[src/rtl/i2c_reg_arbiter.sv]
// PID parameter bank shared between the I2C slave RAM port and the PID core.
// Holds one buffered I2C write, commits it when unlocked, and alternates priority with core accesses.
module i2c_reg_arbiter #(
  parameter logic [7:0]  BASE_ADDR = 8'h40,
  parameter int unsigned NUM_REGS  = 20
) (
  input  logic       clk,
  input  logic       rst,
  input  logic       i2c_write,
  input  logic       i2c_read,
  input  logic [7:0] i2c_index,
  input  logic [7:0] i2c_wdata,
  output logic [7:0] i2c_rdata,
  input  logic       core_req,
  input  logic       core_we,
  input  logic [4:0] core_addr,
  input  logic [7:0] core_wdata,
  output logic [7:0] core_rdata,
  output logic       core_ack,
  input  logic       core_lock,
  output logic       cfg_update,
  output logic [4:0] cfg_index,
  output logic       pend_valid,
  output logic       err_ovf,
  output logic       err_addr,
  input  logic       clr_flags
);

  typedef enum logic [1:0] {IDLE, CORE, ACK} state_t;

  localparam logic [7:0] NUM_I2C  = 8'(NUM_REGS);
  localparam logic [4:0] NUM_CORE = 5'(NUM_REGS);

  logic [7:0] bank [NUM_REGS];
  state_t     state, state_nx;
  logic       prio_core, prio_core_nx;
  logic       write_q;
  logic [4:0] pend_addr;
  logic [7:0] pend_data;
  logic [7:0] i2c_off;
  logic       i2c_hit, core_hit;
  logic       wr_event, elig, commit;
  logic       read_unused;

  assign read_unused = i2c_read;
  // Subtraction wraps indices below BASE_ADDR into the out-of-range zone.
  assign i2c_off   = i2c_index - BASE_ADDR;
  assign i2c_hit   = i2c_off < NUM_I2C;
  assign core_hit  = core_addr < NUM_CORE;
  assign wr_event  = i2c_write & ~write_q;
  assign elig      = pend_valid & ~core_lock;
  assign i2c_rdata = i2c_hit ? bank[i2c_off[4:0]] : 8'h00;

  always_comb begin
    state_nx     = state;
    prio_core_nx = prio_core;
    commit       = 1'b0;
    unique case (state)
      IDLE: begin
        if (core_req) begin
          if (elig && !prio_core) begin
            commit       = 1'b1;
            prio_core_nx = 1'b1;
          end else begin
            state_nx     = CORE;
            prio_core_nx = 1'b0;
          end
        end else begin
          commit = elig;
        end
      end
      CORE: state_nx = ACK;
      ACK: begin
        commit   = elig;
        state_nx = IDLE;
      end
      default: state_nx = IDLE;
    endcase
  end

  always_ff @(posedge clk or negedge rst) begin
    if (!rst) begin
      state     <= IDLE;
      prio_core <= 1'b0;
    end else begin
      state     <= state_nx;
      prio_core <= prio_core_nx;
    end
  end

  always_ff @(posedge clk or negedge rst) begin
    if (!rst) begin
      bank       <= '{default: '0};
      write_q    <= 1'b0;
      pend_addr  <= '0;
      pend_data  <= '0;
      pend_valid <= 1'b0;
      cfg_update <= 1'b0;
      cfg_index  <= '0;
      core_rdata <= '0;
      core_ack   <= 1'b0;
      err_ovf    <= 1'b0;
      err_addr   <= 1'b0;
    end else begin
      write_q    <= i2c_write;
      cfg_update <= commit;
      core_ack   <= (state == CORE);
      if (commit) begin
        bank[pend_addr] <= pend_data;
        cfg_index       <= pend_addr;
      end
      if (state == CORE) begin
        if (!core_hit)
          core_rdata <= '0;
        else if (core_we)
          bank[core_addr] <= core_wdata;
        else
          core_rdata <= bank[core_addr];
      end
      if (wr_event && i2c_hit) begin
        pend_addr  <= i2c_off[4:0];
        pend_data  <= i2c_wdata;
        pend_valid <= 1'b1;
      end else if (commit) begin
        pend_valid <= 1'b0;
      end
      // Sets are evaluated after the clear so they win on the same edge.
      if (clr_flags) begin
        err_ovf  <= 1'b0;
        err_addr <= 1'b0;
      end
      if (wr_event && i2c_hit && pend_valid && !commit)
        err_ovf <= 1'b1;
      if ((wr_event && !i2c_hit) || (state == CORE && !core_hit))
        err_addr <= 1'b1;
    end
  end

endmodule

[config.mk]
export PLATFORM = sky130hd
export DESIGN_NAME = i2c_reg_arbiter
export DESIGN_NICKNAME = d
export VERILOG_FILES = /design/src/rtl/i2c_reg_arbiter.sv
export SDC_FILE = /design/constraint.sdc
export NUM_CORES = 1
export LEC_CHECK = 0
export CAP_MARGIN = 10
export CORE_ASPECT_RATIO = 1.2
export CORE_MARGIN = 1
export CORE_UTILIZATION = 40
export DETAILED_ROUTE_END_ITERATION = 7
export PLACE_DENSITY_LB_ADDON = 0.12
export SYNTH_ARGS = -nofsm -noshare
export SYNTH_HDL_FRONTEND = slang
export SYNTH_SLANG_ARGS = --single-unit
export TNS_END_PERCENT = 30
[constraint.sdc]
create_clock -name clk -period 2.7 [get_ports clk]
set_input_delay 0.675 -clock clk [delete_from_list [all_inputs] [get_ports clk]]
set_output_delay 0.675 -clock clk [all_outputs]
set_load 0.05 [all_outputs]
==> results of run 1 <==
-- report_power, final --
| part | internal [mW] | switching, mW |
|---|---|---|
| Combinational | 1.78 | 1.96 |
| Sequential | 3.85 | 0.977 |
| Clock | 1.53 | 1.21 |
| Total | 7.17 | 4.15 |
-- metal layers --
layer | global-route usage (%) | vias to the layer above
met4 | 10.6 | 0
met1 | 38.7 | 4673
met5 | 0 | -
met2 | 43.4 | 278
met3 | 3.47 | 59
li1 | - | 4365
-- state kept, by name (all words and copies together), names as in the netlist --
signal,count
pend_data,8
core_rdata,8
core_ack,1
prio_core,1
write_q,1
state,2
bank,160
cfg_update,1
err_addr,1
pend_addr,5
err_ovf,1
cfg_index,5
pend_valid,1
-- what timing repair did --
action / in CTS / in global routing
cloned: 3 / 0
setup buffers: 12 / 8
setup endpoints to repair: 8 / 8
pin swaps: 14 / 8
resized for setup: 57 / 19
-- cells by family after synthesis --
logic type | synth area share (%)
compound gates | 12.4
buf+inv | 3.49
flops | 42.0
mux | 30.9
simple gates | 11.2
-- layout by cell type, fill, tap and decap left out, types with 4 or more instances in the layout --
cell type,instances
nor2_1,141
mux2_2,32
a22oi_1,16
o21a_1,8
clkbuf_16,19
clkdlybuf4s50_1,44
nor2b_1,11
o21ai_0,43
buf_4,88
nand4_2,5
nand3_1,4
o22ai_2,4
a21oi_1,128
nor3b_1,5
buf_12,31
mux4_2,32
o22ai_4,4
dfrtp_1,195
clkbuf_8,4
nand2_2,15
mux2i_4,8
a31oi_1,8
buf_6,10
mux2i_1,240
o22ai_1,25
a2111oi_4,8
nand2_1,58
-- cell type report --
cell class / instances / area [sq um]
Fill cell: 2629 / 13800
Multi-Input combinational cell: 838 / 6790
Sequential cell: 195 / 4880
Timing Repair Buffer: 185 / 2060
Tap cell: 385 / 482
Clock buffer: 20 / 467
Clock inverter: 11 / 150
Inverter: 3 / 11.3
-- stage by stage --
stage          cell area [sq um]  power, mW
4_1_cts                    14700       11.3
2_1_floorplan              11900       6.97
5_1_grt                    14800       11.8
6_report                   14800       11.3
3_5_place_dp               13700       8.41
3_3_place_gp               13700       8.32
-- how the worst max path moves through the flow --
stage	slack (ns)	depth (start not counted)	start	end
floorplan	-0.11	5	i2c_index[0]	i2c_rdata[0]
global placement	-0.49	6	i2c_index[4]	i2c_rdata[2]
detailed placement	-0.48	6	i2c_index[4]	i2c_rdata[2]
CTS	-0.09	6	i2c_index[0]	i2c_rdata[2]
global route	-0.17	6	i2c_index[0]	i2c_rdata[2]
finish	-0.15	6	i2c_index[0]	i2c_rdata[2]
-- critical path: cells and delay by family --
family	cells	cell delay, ns
AOI/OAI and AO/OA	1	0.46
buffers and inverters	3	0.51
muxes	2	0.51
==> flow_summary_export.csv, run 1 <==
group,metric,value,unit
worst_setup_path,worst_setup_path_end_kind,"primary output",
synth,async_flop_share,100,%
synth,synth_edf_count,0,
timing,fmax,351,MHz
synth,synthTopCellsByArea,"dfrtp_1 42%, mux2i_1 21%, mux4_2 6.2%",
global_routing,grt_pass1_vias,8994,
placement,numPortBuffers,61,
worst_setup_path,crit_chain,"buf_16 -> buf_8 -> mux4_2 -> mux2i_4 -> a2111oi_4 -> clkbuf_16",
worst_setup_path,max_stage_delay,0.46,ns
timing,tightest_slew,1.09,ns
timing,hold_viol_final,0,
routing,vias,9375,
synth,synth-seq-cells,195,
global_routing,grt_overflow_total,0,
floorplanning,die_h,189,um
routing,wl,39800,um
layout,finalNetCount,1277,
synth,ys.flop_type,"dfrtp_1",
worst_setup_path,cp_slowest_cell,"a2111oi_4",
timing,maxSlewViolCount,0,
worst_setup_path,r2r-end,"bank[140]",
timing,skew,0.0108,ns
power,leakage,7.42,nW
routing,ant_nets,0,
routing,top_layer,"met4",
layout,post-route-util,51.7,%
clocking,clock_path_buffers,2,
worst_setup_path,ff2ff_setup_slack,0.56,ns
timing,rsz0062_at_grt,"yes",
floorplanning,dieArea,29700,sq um
routing,dr.pass1.iters,5,
global_routing,antenna_found_initial,0,
timing,relSlewSlack,27.6,%
routing,wl_met3,2150,um
routing,m1WireLength,17700,um
placement,finalWeightedCongestion,0.946,
synth,synthMostInstantiatedCell,"mux2i_1",
clocking,cts_root_buf,"clkbuf_16",
clocking,postCtsHoldBufs,0,
power,ir_worst_vdd,0.424,mV
timing,fin_crit,2.85,ns
routing,vias_per_cell,5.73,
floorplanning,die_w,158,um
routing,wire_per_inst,24.3,um
layout,drive_gt1_share,23.8,%
worst_setup_path,critPathArrivalTime,2.17,ns
synth,syn-cell-area,11600,sq um
placement,dpl.hpwl,27900,um
worst_setup_path,worstPathMaxFanout,7,
worst_setup_path,startpoint_type,"input pin",
clocking,worstSkewPairLatency,0.45,ns
synth,syn_area_per_cell,10.3,sq um
layout,synthToLayoutAreaGrowth,27.6,%
clocking,cts_buffers,17,
synth,ys_types,43,
timing,fin_hold_ws,0.178,ns
synth,synthCells,1133,
min_path,min_path_type,"in -> async",
worst_setup_path,critPathRequiredTime,2.03,ns
routing,drt_iter0_drc,752,
global_routing,grt_pass1_wl,59000,um
run_status,violations,"negative setup slack",
routing,drc,0,
timing,fin_tns_setup,-0.775,ns
floorplanning,core_area,28700,sq um
synth,synth_common_cells,"248 x mux2i_1, 195 x dfrtp_1, 143 x nor2_1",
synth,synth_top_area_cell,"dfrtp_1",
synth,synth_top_area_share,42.0,%
floorplanning,start_util,40.5,%
global_routing,track_usage,27.7,%
run_status,outcome,"complete, but fails checks",
synth,ys_seq_area_share,42.0,%
floorplanning,placementRows,68,
clocking,h-tree-depth,4,
power,power_density,763,nW/um^2
timing,period_share,105,%
worst_setup_path,rr_startpoint,"state[0]",
timing,setup_viol,8,
clocking,clk_pin_slew_worst_paths,0.07,ns
layout,finalNonFillerCells,1637,
synth,yosys_warnings,0,
clocking,cts_tree,"built",
layout,n_antenna_cell,0,
placement,dp_slack,-0.476,ns
worst_setup_path,critical_path_class,"in -> out",
clocking,cts.sinks,195,
floorplanning,io_pins,63,
timing,fin_ws,-0.148,ns
worst_setup_path,r2r.worst_path.cells,6,
placement,dp_cells,1585,
global_routing,grt_max_degree,58,
routing,met2_length,18500,um
synth,synth_nets,1170,
job,cap_viol_max_count,0,
Note: power is estimated with default switching activity, not from simulation.
==> run 2: changes to the inputs <==
--- a/config.mk
+++ b/config.mk
@@ -5,6 +5,7 @@
 export SDC_FILE = /design/constraint.sdc
 export NUM_CORES = 1
 export LEC_CHECK = 0
+export ABC_AREA = 1
 export CAP_MARGIN = 10
 export CORE_ASPECT_RATIO = 1.2
 export CORE_MARGIN = 1
==> run 2 against run 1 <==
Clock-buffer cell count did not move. Combinational power increased by 16%. Sequential power fell by 8.7%. Total power grew 0.77%. Register-to-register slack gained 0.30 ns. Clock skew grew 0.0052 ns. Wire length is 38% higher. Highest routed layer unchanged. Hold slack lost 0.0036 ns. Synthesized area up 7.3%. The run still ends with negative setup slack left. Cell count up 48%. Synthesized cell count up 66%.
==> flow_summary_export.csv, run 2 <==
group,metric,value,unit
routing,wire_per_inst,22.7,um
timing,fmax,365,MHz
worst_setup_path,worst_setup_path_end_kind,"primary output",
routing,drc,0,
routing,drt_iter0_drc,1499,
timing,hold_viol_final,0,
global_routing,grt_overflow_total,0,
worst_setup_path,crit_chain,"buf_16 -> buf_12 -> buf_16 -> nand2_1 -> nand3_2 -> nand2_2 -> nand2_1 -> nand2_1 -> inv_1 -> nand2_1 -> nand2_2 -> a21oi_2 -> buf_4 -> buf_12",
global_routing,grt_max_degree,63,
worst_setup_path,worstPathMaxFanout,8,
clocking,cts.sinks,195,
clocking,h-tree-depth,4,
timing,period_share,102,%
clocking,worstSkewPairLatency,0.46,ns
synth,synth_nets,1922,
clocking,clk_pin_slew_worst_paths,0.07,ns
synth,async_flop_share,100,%
synth,synthMostInstantiatedCell,"nand2_1",
layout,nFillCells,3015,
layout,final_cell_mix,"567 x nand2_1, 242 x inv_1, 218 x o21ai_0",
min_path,min_path_type,"in -> async",
worst_setup_path,crit_top_cell,"nand2_1",
synth,syn_area_per_cell,6.62,sq um
worst_setup_path,critical_path_class,"in -> out",
layout,drive_gt1_share,18.0,%
worst_setup_path,max_stage_delay,0.15,ns
job,cap_viol_max_count,0,
power,ir_worst_vdd,0.744,mV
synth,synth_common_cells,"615 x nand2_1, 248 x inv_1, 223 x o21ai_0",
clocking,cts_buffers,17,
clocking,cts_root_buf,"clkbuf_16",
global_routing,track_usage,35.5,%
run_status,violations,"negative setup slack",
synth,ys_types,31,
routing,ant_nets,0,
synth,synth_edf_count,0,
layout,largest_reg_flops,160,
layout,reg_top3,"bank: 160 flops, core_rdata: 8 flops, pend_data: 8 flops",
floorplanning,dieArea,31900,sq um
worst_setup_path,startpoint_type,"input pin",
synth,synthTopCellsByArea,"dfrtp_1 39%, nand2_1 19%, o21ai_0 8.9%",
power,power_density,707,nW/um^2
layout,layout_commonest_cell,"nand2_1",
layout,finalNetCount,2050,
layout,regMostFlops,"bank",
global_routing,antenna_found_initial,0,
worst_setup_path,critPathRequiredTime,2.03,ns
clocking,cts_tree,"built",
clocking,postCtsHoldBufs,0,
synth,syn-cell-area,12500,sq um
floorplanning,io_pins,63,
worst_setup_path,cp_slowest_cell,"buf_16",
synth,ys_seq_area_share,39.1,%
timing,maxSlewViolCount,0,
routing,wl,55100,um
timing,rsz0062_at_grt,"yes",
global_routing,grt_pass1_wl,82400,um
synth,synthCells,1885,
layout,post-route-util,52.7,%
synth,ys.flop_type,"dfrtp_1",
floorplanning,die_w,163,um
power,power,11.4,mW
floorplanning,core_area,30600,sq um
routing,dr.pass1.iters,7,
timing,fin_hold_ws,0.174,ns
timing,tightest_slew,0.767,ns
placement,dpl.hpwl,37900,um
worst_setup_path,critPathArrivalTime,2.07,ns
synth,yosys_warnings,0,
synth,synth_top_area_share,39.1,%
routing,vias,13600,
worst_setup_path,ff2ff_setup_slack,0.86,ns
layout,synthToLayoutAreaGrowth,29.3,%
run_status,outcome,"complete, but fails checks",
timing,skew,0.0159,ns
floorplanning,start_util,40.8,%
layout,finalNonFillerCells,2422,
routing,vias_per_cell,5.63,
placement,dp_cells,2374,
synth,synth_top_area_cell,"dfrtp_1",
layout,n_antenna_cell,0,
timing,fin_ws,-0.0409,ns
floorplanning,placementRows,70,
power,leakage,8.12,nW
global_routing,grt_pass1_vias,12800,
timing,fin_crit,2.74,ns
placement,finalWeightedCongestion,0.975,
timing,setup_viol,7,
timing,relSlewSlack,48.8,%
synth,synth-seq-cells,195,
floorplanning,die_h,195,um
clocking,clock_path_buffers,2,
placement,numPortBuffers,61,
## run 2: cells by family after synthesis
kind of cell	Yosys count	share of synthesized area (%)
simple gates	909	30.8
compound gates	407	17.9
buf+inv	374	12.2
flops	195	39.1
## run 2: worst paths after layout
| kind | from | endpoint | cells after the start |
|---|---|---|---|
| worst max-delay path | i2c_index[0] | i2c_rdata[2] | 14 |
| worst min-delay path | rst | bank[53] | 1 |
| worst max register to register | pend_valid | bank[52] | 9 |
| worst min register to register | core_rdata[5] | core_rdata[5] | 2 |
| max in group asynchronous | rst | pend_addr[0] | 3 |
| min in group clk | core_rdata[5] | core_rdata[5] | 2 |
## run 2: layout make-up
type	count	area, sq um	area share [%]
timing repair buffer	222	2610	16.2
timing repair inverter	1	11.3	0.0698
multi-input combinational	1317	6540	40.5
clock inverter	12	121	0.753
sequential	195	4880	30.3
tap	396	495	3.07
inverter	259	1010	6.25
clock buffer	20	457	2.83
## run 2: metrics by stage
stage / setup TNS [ns] / setup slack [ns] / area [sq um]
after floorplan: -1.55 / -0.258 / 12500
after global placement: -2.55 / -0.349 / 14600
after detailed placement: -2.59 / -0.314 / 14600
after CTS: -0.241 / -0.0382 / 15700
after global routing: -0.618 / -0.106 / 16100
final: -0.211 / -0.0409 / 16100
## run 2: critical path: cells and delay by family
family,cells,cell delay (ns)
compound gates,1,0.12
buf+inv,6,0.74
simple gates,7,0.54
## run 2: power breakdown
part	switching (mW)	internal (mW)
Combinational	2.80	1.56
Clock	1.30	1.34
Sequential	0.639	3.77
Total	4.73	6.67
## run 2: repair_timing
action | 4_1_cts | 5_1_grt
pin swaps | 33 | 43
setup endpoints to repair | 8 | 8
setup buffers | 2 | 5
hold endpoints to repair | 0 | 0
cloned | 7 | 4
gates resized for setup | 87 | 79
## run 2: routing by layer
metal  track usage, %  part of all wire [%]  vias up
met1             47.4                    41     6413
met5                0                     0        -
met4             19.9                   6.0        0
met3             7.84                   9.1      151
li1                 -                     -     6323
met2             52.9                    44      738
